[src/rtl/g2_packetizer.sv]
// Frames the g2 histogram readout into a byte stream: sync bytes, sequence
// number, big-endian bin words and an 8-bit additive checksum.
module g2_packetizer #(
  parameter int         iSIZE      = 32-1,
  parameter int         binAddrBit = 10-1,
  parameter logic [7:0] SYNC0      = 8'hA5,
  parameter logic [7:0] SYNC1      = 8'h5A
) (
  input  logic           clk,
  input  logic           RST,
  input  logic [iSIZE:0] iD,
  input  logic           iV,
  output logic           iR,
  output logic [7:0]     oD,
  output logic           oV,
  input  logic           oR,
  output logic           oFrameDone
);

  localparam int BPW = (iSIZE + 1) / 8;
  localparam int BW  = (BPW > 1) ? $clog2(BPW) : 1;
  localparam logic [BW-1:0]       LAST_BYTE = BW'(BPW - 1);
  localparam logic [binAddrBit:0] LAST_BIN  = '1;

  typedef enum logic [2:0] {S_IDLE, S_SYNC0, S_SYNC1, S_SEQ, S_DATA, S_CSUM} state_t;

  state_t              state_q, state_d;
  logic [7:0]          seq_q, seq_d;
  logic [binAddrBit:0] bin_q, bin_d;
  logic [BW-1:0]       byte_idx_q, byte_idx_d;
  logic [iSIZE:0]      word_q, word_d;
  logic                loaded_q, loaded_d;
  logic [7:0]          csum_q, csum_d;
  logic                frame_done_q, frame_done_d;

  logic [iSIZE:0]      word_shifted;
  logic [7:0]          data_byte;
  logic                last_byte, last_bin, byte_xfer, word_xfer;

  function automatic logic [7:0] csum_add(input logic [7:0] a, input logic [7:0] b);
    return a + b;
  endfunction

  // Byte byte_idx of the held word, most significant byte first.
  assign word_shifted = word_q >> {LAST_BYTE - byte_idx_q, 3'b000};
  assign data_byte    = word_shifted[7:0];
  assign last_byte    = (byte_idx_q == LAST_BYTE);
  assign last_bin     = (bin_q == LAST_BIN);
  assign byte_xfer    = oV && oR;
  assign word_xfer    = iV && iR;
  assign oFrameDone   = frame_done_q;

  always_ff @(posedge clk or posedge RST) begin
    if (RST) state_q <= S_IDLE;
    else     state_q <= state_d;
  end

  always_comb begin
    state_d = state_q;
    case (state_q)
      S_IDLE:  if (iV) state_d = S_SYNC0;
      S_SYNC0: if (oR) state_d = S_SYNC1;
      S_SYNC1: if (oR) state_d = S_SEQ;
      S_SEQ:   if (oR) state_d = S_DATA;
      S_DATA:  if (byte_xfer && last_byte && last_bin) state_d = S_CSUM;
      S_CSUM:  if (oR) state_d = S_IDLE;
      default: state_d = S_IDLE;
    endcase
  end

  // The reload path lets the next word land on the edge that sends the last
  // byte of the current one, except after the final bin of the frame.
  always_comb begin
    oV = 1'b0;
    oD = 8'h00;
    iR = 1'b0;
    case (state_q)
      S_SYNC0: begin oV = 1'b1; oD = SYNC0; end
      S_SYNC1: begin oV = 1'b1; oD = SYNC1; end
      S_SEQ:   begin oV = 1'b1; oD = seq_q; end
      S_DATA: begin
        oV = loaded_q;
        oD = loaded_q ? data_byte : 8'h00;
        iR = !loaded_q || (last_byte && oR && !last_bin);
      end
      S_CSUM:  begin oV = 1'b1; oD = csum_q; end
      default: ;
    endcase
  end

  always_comb begin
    seq_d        = seq_q;
    bin_d        = bin_q;
    byte_idx_d   = byte_idx_q;
    word_d       = word_q;
    loaded_d     = loaded_q;
    csum_d       = csum_q;
    frame_done_d = 1'b0;
    case (state_q)
      S_SEQ: if (oR) begin
        csum_d     = seq_q;
        bin_d      = '0;
        byte_idx_d = '0;
        loaded_d   = 1'b0;
      end
      S_DATA: begin
        if (byte_xfer) begin
          csum_d = csum_add(csum_q, oD);
          if (last_byte) begin
            loaded_d   = 1'b0;
            byte_idx_d = '0;
            bin_d      = bin_q + 1'b1;
          end else begin
            byte_idx_d = byte_idx_q + 1'b1;
          end
        end
        if (word_xfer) begin
          word_d     = iD;
          loaded_d   = 1'b1;
          byte_idx_d = '0;
        end
      end
      S_CSUM: if (oR) begin
        seq_d        = seq_q + 8'd1;
        frame_done_d = 1'b1;
      end
      default: ;
    endcase
  end

  always_ff @(posedge clk or posedge RST) begin
    if (RST) begin
      seq_q        <= 8'h00;
      bin_q        <= '0;
      byte_idx_q   <= '0;
      loaded_q     <= 1'b0;
      csum_q       <= 8'h00;
      frame_done_q <= 1'b0;
    end else begin
      seq_q        <= seq_d;
      bin_q        <= bin_d;
      byte_idx_q   <= byte_idx_d;
      loaded_q     <= loaded_d;
      csum_q       <= csum_d;
      frame_done_q <= frame_done_d;
    end
  end

  always_ff @(posedge clk) begin
    word_q <= word_d;
  end

endmodule
[config.mk]
export PLATFORM = sky130hd
export DESIGN_NAME = g2_packetizer
export DESIGN_NICKNAME = d
export VERILOG_FILES = /design/src/rtl/g2_packetizer.sv
export SDC_FILE = /design/constraint.sdc
export NUM_CORES = 1
export LEC_CHECK = 0
export ABC_AREA = 1
export CAP_MARGIN = 0
export CELL_PAD_IN_SITES_DETAIL_PLACEMENT = 0
export CELL_PAD_IN_SITES_GLOBAL_PLACEMENT = 1
export CORE_ASPECT_RATIO = 1.25
export CORE_UTILIZATION = 45
export CTS_BUF_LIST = sky130_fd_sc_hd__clkbuf_8 sky130_fd_sc_hd__clkbuf_16
export CTS_CLUSTER_SIZE = 40
export DETAILED_ROUTE_END_ITERATION = 12
export GPL_TIMING_DRIVEN = 0
export PLACE_DENSITY = 0.81
export RECOVER_POWER = 100
export SYNTH_ARGS = -nofsm -noshare
export SYNTH_HDL_FRONTEND = slang
export SYNTH_SLANG_ARGS = --single-unit
[constraint.sdc]
create_clock -name clk -period 6.3 [get_ports clk]
set_input_delay 1.26 -clock clk [delete_from_list [all_inputs] [get_ports clk]]
set_output_delay 1.26 -clock clk [all_outputs]
set_load 0.01 [all_outputs]
==> results.py, run 1 <==
metrics = {
    "outcome": {
        "outcome": "completed",
    },
    "die": {
        "die_h_um": 100,
        "design.die.area_um2": 8080,
        "row_count": 35,
        "core_area_um2": 7440,
        "die_x_um": 80.6,
        "initial_utilization_pct": 46.7,
        "ios": 47,
    },
    "finish": {
        "final_nets": 490,
        "final_cell_mix": "nand2_1 (84), dlygate4sd3_1 (44), inv_1 (39)",
        "area_growth_syn_to_layout_pct": 20.1,
        "num_antenna_cells": 0,
        "post-route-util_pct": 56.0,
        "fin_cells": 540,
        "layout-drive-gt1-share_pct": 7.81,
        "final_common_cell": "nand2_1",
    },
    "sta": {
        "fin_crit_sh_pct": 64.4,
        "finalSetupViolations": 0,
        "timing.final.max_slew_violations": 0,
        "tns_ns": 0,
        "hold_viol": 0,
        "fin_crit_ns": 4.06,
        "grt_setup_unrepaired": "false",
        "fin_skew_ns": 0.0107,
        "worst_slew_pin_slew_ns": 1.33,
        "slew-limit-headroom_pct": 11.4,
        "fmax_mhz": 246,
    },
    "routing": {
        "drt_iter0_drc": 153,
        "wl_per_cell_um": 14.7,
        "drt-total-wl_mm": 7.95,
        "num_vias": 2868,
        "drc_errors": 0,
        "via_per_inst": 5.31,
        "first_pass_iters": 4,
        "ant_nets": 0,
    },
    "critical_path": {
        "cp_cell_sequence": "dlygate4sd3_1 -> nand2_1 -> inv_1 -> nand2_1 -> a21oi_1 -> dlygate4sd3_1",
        "crit_start": "oR",
        "r2r-start": "byte_idx_q[0]",
        "critPathKind": "input pin to output port",
        "rr_worst_depth": 14,
        "required_ns": 5.04,
        "start_kind": "input pin",
        "crit_path_max_incr_delay_ns": 0.62,
        "end_kind": "output port",
        "path_max_fanout": 4,
        "arrival_ns": 2.80,
        "cp_slowest_cell": "dlygate4sd3_1",
        "endpoint": "iR",
        "ff2ff_setup_slack_ns": 3.29,
        "r2r_end": "csum_q[4]",
    },
    "worst_hold_path": {
        "hp-class": "flop to flop",
        "hp-start": "seq_q[7]",
        "hold_path_depth": 1,
    },
    "clocking": {
        "postCtsHoldBufs": 0,
        "cts_buffers": 9,
        "htree_levels": 3,
        "cts_tree": "yes",
        "ctsResizeCount": 0,
        "cts.sinks": 65,
        "clk_pin_slew_ns": 0.07,
        "root_buffer": "clkbuf_8",
        "post_cts_buffers": 0,
        "clkLatencyLatePin_ns": 0.34,
        "clk_path_buf_depth": 2,
    },
    "synthesis": {
        "yosys.area_share.simple_pct": 22.7,
        "synth_top_area_cell": "edfxtp_1",
        "ys_seq_elements": 65,
        "synth_edf_count": 32,
        "synth_cell_types": 40,
        "synth_top_cell_area_share_pct": 27.7,
        "synth_top_family_by_area": "simple AND/OR/NAND/NOR gates",
        "synth_compound_area_share_pct": 13.5,
        "async_flop_share_pct": 50.8,
        "syn-num-nets": 433,
        "synth_xor_area_share_pct": 2.02,
        "synth_top_flop_cell": "dfrtp_1",
        "yosysWarningCount": 0,
        "syn_inst": 386,
        "synth_adder_area_share_pct": 4.18,
        "synth.area.top_cells": "edfxtp_1 (28%), dfrtp_1 (24%), nand2_1 (9.1%)",
        "synthMuxAreaShare_pct": 0,
        "syn-cell-area_um2": 3470,
        "synth_area_per_cell_um2": 9.00,
        "synth_seq_area_share_pct": 51.4,
    },
    "grt": {
        "overflow": 0,
        "grt_pass1_wl_mm": 13.1,
        "grt_usage_pct": 21.8,
        "first_global_vias": 2841,
        "antenna_found_initial": 0,
        "grt_start_max_net_pins": 34,
    },
    "run": {
        "maxCapViolations": 0,
    },
    "place": {
        "post-dp-hpwl_mm": 6.02,
        "io_buffers": 46,
        "place_inst": 524,
        "finalWeightedCongestion": 0.858,
    },
    "pwr": {
        "ir_drop_mv": 0.184,
        "p_per_area_nw_per_um2": 412,
        "leakage_nw": 1.81,
    },
}
## cells in the mapped netlist, types with 2 or more instances
library cell / number
inv_2: 3
or2_2: 3
o21ai_2: 4
edfxtp_1: 32
ha_1: 10
nor2_4: 3
nand2_1: 84
nor3_1: 2
o211ai_1: 4
o2111ai_1: 2
a21oi_1: 18
nor2_1: 33
nor2_2: 2
o21ai_0: 28
clkbuf_1: 3
a22oi_1: 3
o22ai_1: 8
inv_1: 38
nand3b_1: 2
nand4_1: 9
buf_2: 4
dfrtp_1: 33
buf_4: 2
nand2_2: 4
nand3_1: 28
xor2_1: 7
a31o_2: 2
o21ai_1: 2
a31oi_1: 2
## critical path, delay by kind of cell
family | cells | cell delay, ns
AND/OR/NAND/NOR | 2 | 0.13
buffers and inverters | 3 | 1.28
AO/OA/AOI/OAI | 1 | 0.12
## sequential cells by signal, summed over array words and instances, names as in the netlist
signal      cells
loaded_q        1
word_q         32
csum_q          8
bin_q          10
oFrameDone      1
seq_q           8
state_q         3
byte_idx_q      2
## cells by family after synthesis
| group | count (synthesis) |
|---|---|
| and+or+nand+nor | 173 |
| buffers and inverters | 52 |
| AOI/OAI and AO/OA | 77 |
| DFF | 65 |
| xor gates and xnor gates | 8 |
| adders and majority gates | 11 |
## final cells by class
| type | instances | area [um^2] |
|---|---|---|
| Fill cell | 717 | 3270 |
| Sequential cell | 65 | 1790 |
| Multi-Input combinational cell | 269 | 1420 |
| Timing Repair Buffer | 46 | 460 |
| Inverter | 42 | 158 |
| Clock buffer | 9 | 124 |
| Tap cell | 92 | 115 |
| Clock inverter | 7 | 63.8 |
| Buffer | 10 | 45.0 |
## through the flow
| stage | hold WS [ns] | power (mW) | setup slack, ns | cell area (um^2) |
|---|---|---|---|---|
| 6_report | 0.470 | 1.72 | 2.24 | 4170 |
| 5_1_grt | 0.492 | 1.86 | 1.99 | 4170 |
| 4_1_cts | 0.476 | 1.78 | 2.37 | 4240 |
| 3_5_place_dp | 0.464 | 1.44 | 2.38 | 4050 |
| 3_3_place_gp | 0.459 | 1.42 | 2.37 | 4050 |
| 2_1_floorplan | 0.442 | 1.15 | 3.43 | 3470 |
## metal layers
| metal | track usage, % | vias up | part of all wire, % |
|---|---|---|---|
| met5 | 0 | - | 0 |
| met4 | 10.7 | 0 | 1.8 |
| met3 | 3.18 | 13 | 3.8 |
| met2 | 38.7 | 80 | 52 |
| met1 | 25.3 | 1347 | 42 |
| li1 | - | 1428 | - |
## power breakdown
group,switching (mW),internal [mW]
clock network,0.163,0.179
logic,0.499,0.290
registers,0.0574,0.529
## how the worst min path moves through the flow
stage | slack (ns) | endpoint
after CTS | 0.48 | seq_q[7]
after detailed placement | 0.46 | seq_q[7]
after global placement | 0.46 | seq_q[7]
after floorplan | 0.44 | seq_q[7]
after global routing | 0.49 | seq_q[7]
final | 0.47 | seq_q[7]
Note: power is estimated with default switching activity, not from simulation.
==> inputs of run 2 (changes only) <==
--- a/config.mk
+++ b/config.mk
@@ -10,12 +10,12 @@
 export CELL_PAD_IN_SITES_DETAIL_PLACEMENT = 0
 export CELL_PAD_IN_SITES_GLOBAL_PLACEMENT = 1
 export CORE_ASPECT_RATIO = 1.25
-export CORE_UTILIZATION = 45
+export CORE_UTILIZATION = 38
 export CTS_BUF_LIST = sky130_fd_sc_hd__clkbuf_8 sky130_fd_sc_hd__clkbuf_16
 export CTS_CLUSTER_SIZE = 40
 export DETAILED_ROUTE_END_ITERATION = 12
 export GPL_TIMING_DRIVEN = 0
-export PLACE_DENSITY = 0.81
+export PLACE_DENSITY = 0.72
 export RECOVER_POWER = 100
 export SYNTH_ARGS = -nofsm -noshare
 export SYNTH_HDL_FRONTEND = slang
==> constraint.sdc (replaced) <==
create_clock -name clk -period 3.3 [get_ports clk]
set_input_delay 0.66 -clock clk [delete_from_list [all_inputs] [get_ports clk]]
set_output_delay 0.66 -clock clk [all_outputs]
set_load 0.01 [all_outputs]
==> run 2 against run 1 <==
  * Routed wire length grew 5.7%
  * Highest routed layer unchanged
  * Worst hold slack gained 0.0036 ns
  * Flip-flop and latch count is the same
  * Critical endpoint is now oD[6]
  * Sequential power grew 91%
  * Critical path depth is the same
  * Die area grew 18%
  * Utilization shrank 7.3 points
==> results.py, run 2 (synthesis results as in run 1) <==
metrics = {
    "die": {
        "row_count": 38,
        "die_h_um": 109,
        "initial_utilization_pct": 39.5,
        "core_area_um2": 8800,
        "design.die.area_um2": 9530,
        "die_x_um": 87.5,
        "ios": 47,
    },
    "clocking": {
        "root_buffer": "clkbuf_8",
        "clk_path_buf_depth": 2,
        "htree_levels": 3,
        "postCtsHoldBufs": 0,
        "cts_buffers": 9,
        "clkLatencyLatePin_ns": 0.34,
        "post_cts_buffers": 0,
        "ctsResizeCount": 0,
        "cts.sinks": 65,
        "cts_tree": "yes",
        "clk_pin_slew_ns": 0.08,
    },
    "critical_path": {
        "arrival_ns": 2.50,
        "crit_path_max_incr_delay_ns": 0.62,
        "end_kind": "output port",
        "critPathKind": "flop to output port",
        "critPathBufInv": 3,
        "r2r-start": "byte_idx_q[0]",
        "r2r_end": "csum_q[5]",
        "ff2ff_setup_slack_ns": 0.50,
        "crit_start": "state_q[0]",
        "cp_slowest_cell": "dlygate4sd3_1",
        "cp_cell_sequence": "buf_2 -> nand3_1 -> inv_1 -> a221oi_1 -> nand2_1 -> dlygate4sd3_1",
        "required_ns": 2.64,
        "rr_worst_depth": 15,
        "endpoint": "oD[6]",
        "cp.depth": 6,
        "start_kind": "flop",
        "path_max_fanout": 8,
        "critPathTopFamily": "buffers and inverters",
    },
    "finish": {
        "area_growth_syn_to_layout_pct": 23.3,
        "layout-drive-gt1-share_pct": 8.71,
        "fillers": 859,
        "regMostFlops": "word_q",
        "final_cell_mix": "nand2_1 (84), dlygate4sd3_1 (41), inv_1 (40)",
        "largest_reg_flops": 32,
        "final_nets": 490,
        "final_common_cell": "nand2_1",
        "reg_top3": "word_q x32, bin_q x10",
        "num_antenna_cells": 0,
    },
    "grt": {
        "first_global_vias": 2884,
        "grt_start_max_net_pins": 34,
        "grt_pass1_wl_mm": 14.1,
        "overflow": 0,
        "grt_usage_pct": 19.7,
        "antenna_found_initial": 0,
    },
    "outcome": {
        "outcome": "completed",
    },
    "sta": {
        "fin_crit_sh_pct": 95.8,
        "hold_viol": 0,
        "finalHoldWorstSlack_ns": 0.474,
        "fin_skew_ns": 0.0114,
        "timing.final.max_slew_violations": 0,
        "grt_setup_unrepaired": "false",
        "worst_slew_pin_slew_ns": 1.42,
        "fmax_mhz": 316,
        "tns_ns": 0,
        "slew-limit-headroom_pct": 5.56,
        "finalSetupViolations": 0,
        "fin_crit_ns": 3.16,
    },
    "pwr": {
        "ir_drop_mv": 0.410,
        "finalPower_mw": 3.52,
        "leakage_nw": 1.84,
        "p_per_area_nw_per_um2": 822,
    },
    "routing": {
        "drc_errors": 0,
        "drt-total-wl_mm": 8.40,
        "via_per_inst": 5.06,
        "drt_iter0_drc": 123,
        "first_pass_iters": 4,
        "ant_nets": 0,
        "num_vias": 2876,
        "wl_per_cell_um": 14.8,
    },
    "run": {
        "maxCapViolations": 0,
    },
    "place": {
        "finalWeightedCongestion": 0.799,
        "io_buffers": 46,
        "post-dp-hpwl_mm": 6.28,
    },
    "worst_hold_path": {
        "hp-start": "seq_q[7]",
        "hp-class": "flop to flop",
    },
}
-- run 2: cell count changes in the layout (fill, tap and decap cells not counted), moves of 2 or more --
cell | previous run | this run
dlygate4sd3_1 | 44 | 41
clkbuf_1 | 6 | 3
clkbuf_2 | 0 | 2
bufinv_16 | 1 | 3
clkinv_2 | 3 | 0
clkinv_1 | 2 | 0
clkdlybuf4s50_1 | 2 | 5
-- run 2: layout make-up --
cell class                      count  area (um^2)  area share [%]
Inverter                           42          161            3.77
Clock buffer                        9          124            2.89
Clock inverter                      7          119            2.78
Multi-Input combinational cell    269         1430            33.4
Timing Repair Buffer               46          460            10.8
Buffer                             10         48.8            1.14
Tap cell                          120          150            3.51
Sequential cell                    65         1790            41.7
-- run 2: routing by layer --
metal  part of all wire (%)  global-route usage [%]  vias to the layer above
met5                      0                       0                        -
met4                    2.9                    8.31                        0
met3                    3.6                    2.95                       20
met2                     52                    35.8                       72
met1                     41                    22.8                     1352
li1                       -                       -                     1432
-- run 2: stage by stage --
stage / utilization, % / area [um^2] / std cells / setup slack [ns]
floorplan: - / 3470 / 386 / 0.860
global placement: 46.4 / 4080 / 552 / 0.384
detailed placement: 46.4 / 4080 / 552 / 0.358
CTS: 49.2 / 4330 / 568 / 0.0775
global route: 48.7 / 4280 / 568 / 0.0220
finish: 48.7 / 4280 / 568 / 0.139
-- run 2: power breakdown --
group | internal (mW) | leakage [nW] | switching, mW | total, mW
clock network | 0.503 | 0.121 | 0.341 | 0.844
registers | 1.01 | 0.719 | 0.108 | 1.12
logic | 0.574 | 0.999 | 0.985 | 1.56
total | 2.09 | 1.84 | 1.43 | 3.52
-- run 2: worst min path at each step --
| stage | to | cells past startpoint |
|---|---|---|
| 3_3_place_gp | seq_q[7] | 1 |
| 5_1_grt | seq_q[7] | 1 |
| 3_5_place_dp | seq_q[7] | 1 |
| 4_1_cts | seq_q[7] | 1 |
| 6_report | seq_q[7] | 1 |
| 2_1_floorplan | seq_q[7] | 1 |
-- run 2: worst reg2reg max path, delay by kind of cell, from the launching register on --
family	cells	cell delay (ns)
DFF	1	0.36
buffers and inverters	2	0.40
AOI/OAI and AO/OA	5	0.68
and+or+nand+nor	7	0.82
adders and majority gates	1	0.45
==> inputs of run 3 (changes only) <==
--- a/config.mk
+++ b/config.mk
@@ -15,7 +15,8 @@
 export CTS_CLUSTER_SIZE = 40
 export DETAILED_ROUTE_END_ITERATION = 12
 export GPL_TIMING_DRIVEN = 0
-export PLACE_DENSITY = 0.72
+export MAX_ROUTING_LAYER = met4
+export PLACE_DENSITY = 0.85
 export RECOVER_POWER = 100
 export SYNTH_ARGS = -nofsm -noshare
 export SYNTH_HDL_FRONTEND = slang
==> run 3 against run 2 <==
  * Utilization shrank 0.78 points
  * Sequential share of layout area increased by 0.68 points
  * Sequential power barely moved
  * Largest power group unchanged
==> results.py, run 3 (synthesis results as in run 1) <==
metrics = {
    "worst_hold_path": {
        "hp-class": "flop to flop",
    },
    "sta": {
        "timing.final.max_slew_violations": 0,
        "worst_slack_ns": 0.181,
        "tns_ns": 0,
        "grt_setup_unrepaired": "false",
        "fin_crit_ns": 3.12,
        "slew-limit-headroom_pct": 11.8,
        "worst_slew_pin_slew_ns": 1.32,
        "fin_crit_sh_pct": 94.5,
        "finalSetupViolations": 0,
        "fin_skew_ns": 0.00578,
        "fmax_mhz": 321,
        "hold_viol": 0,
    },
    "place": {
        "finalWeightedCongestion": 0.890,
        "post-dp-hpwl_mm": 6.01,
        "io_buffers": 46,
        "dpl_worst_slack_ns": 0.385,
        "place_inst": 552,
    },
    "routing": {
        "drc_errors": 0,
        "first_pass_iters": 4,
        "drt_iter0_drc": 102,
        "ant_nets": 0,
        "drt-total-wl_mm": 7.99,
        "wl_per_cell_um": 14.1,
        "via_per_inst": 5.08,
        "num_vias": 2884,
    },
    "pwr": {
        "leakage_nw": 1.81,
        "p_per_area_nw_per_um2": 786,
        "ir_drop_mv": 0.413,
    },
    "finish": {
        "fin_cells": 568,
        "largest_reg_flops": 32,
        "reg_top3": "word_q x32, bin_q x10",
        "final_common_cell": "nand2_1",
        "num_antenna_cells": 0,
        "final_nets": 490,
        "post-route-util_pct": 47.9,
        "final_cell_mix": "nand2_1 (84), inv_1 (40), dlygate4sd3_1 (39)",
        "area_growth_syn_to_layout_pct": 21.3,
        "regMostFlops": "word_q",
        "layout-drive-gt1-share_pct": 8.26,
    },
    "die": {
        "design.die.area_um2": 9530,
        "ios": 47,
        "row_count": 38,
        "initial_utilization_pct": 39.5,
        "die_x_um": 87.5,
        "core_area_um2": 8800,
        "die_h_um": 109,
    },
    "grt": {
        "antenna_found_initial": 0,
        "grt_pass1_wl_mm": 13.6,
        "grt_start_max_net_pins": 34,
        "grt_usage_pct": 19.4,
        "first_global_vias": 2857,
        "overflow": 0,
    },
    "outcome": {
        "outcome": "completed",
    },
    "critical_path": {
        "required_ns": 2.64,
        "path_max_fanout": 10,
        "critPathKind": "flop to output port",
        "arrival_ns": 2.46,
        "start_kind": "flop",
        "end_kind": "output port",
    },
    "clocking": {
        "cts_buffers": 9,
        "post_cts_buffers": 0,
        "ctsResizeCount": 0,
        "cts.sinks": 65,
        "postCtsHoldBufs": 0,
        "htree_levels": 3,
        "clk_pin_slew_ns": 0.07,
        "clkLatencyLatePin_ns": 0.35,
        "root_buffer": "clkbuf_8",
        "cts_tree": "yes",
        "clk_path_buf_depth": 2,
    },
    "run": {
        "maxCapViolations": 0,
    },
}
[run 3: per-layer routing]
layer | wire [um] | vias up | share of wire (%) | GRT usage (%)
met3 | 255 | 16 | 3.2 | 3.71
li1 | - | 1429 | - | -
met4 | 192 | 0 | 2.4 | 7.61
met5 | 0 | - | 0 | -
met1 | 3490 | 1375 | 44 | 22.9
met2 | 4050 | 64 | 51 | 32.7
[run 3: stage by stage]
step / instance area (um^2) / power (mW) / hold WS (ns)
2_1_floorplan: 3470 / 2.20 / 0.442
3_5_place_dp: 4080 / 2.73 / 0.470
4_1_cts: 4270 / 3.41 / 0.479
6_report: 4210 / 3.31 / 0.472
5_1_grt: 4210 / 3.59 / 0.521
3_3_place_gp: 4080 / 2.70 / 0.459
[run 3: where the power goes]
group          switching, mW  total (mW)  internal [mW]  leakage (nW)
combinational          0.957        1.53          0.575         0.990
clock                  0.319       0.661          0.342         0.102
sequential             0.106        1.12           1.01         0.719
total                   1.38        3.31           1.93          1.81
[run 3: final timing paths]
check	start	slack, ns	endpoint	cells after the start
worst max-delay path	byte_idx_q[0]	0.18	oD[4]	7
worst min-delay path	seq_q[7]	0.47	seq_q[7]	1
worst max register to register	byte_idx_q[0]	0.45	csum_q[4]	14
worst min register to register	seq_q[7]	0.47	seq_q[7]	1
max in group asynchronous	RST	1.39	bin_q[3]	2
min in group asynchronous	RST	1.11	state_q[2]	2
[run 3: critical path: stages, from the launching register on]
cell	delay, ns
dfrtp_1	0.36
buf_2	0.22
clkbuf_1	0.37
o21ai_0	0.15
o22ai_1	0.17
nand2_1	0.09
o2111ai_1	0.15
clkdlybuf4s50_1	0.61
[run 3: final cells by class]
type	count	area [um^2]
plain buffers	10	51.3
clock buffers	9	124
clock inverters	7	63.8
fillers	850	4580
inverters	42	161
multi-input cells	269	1420
flip-flops and latches	65	1790
well taps	120	150
repair buffers	46	460
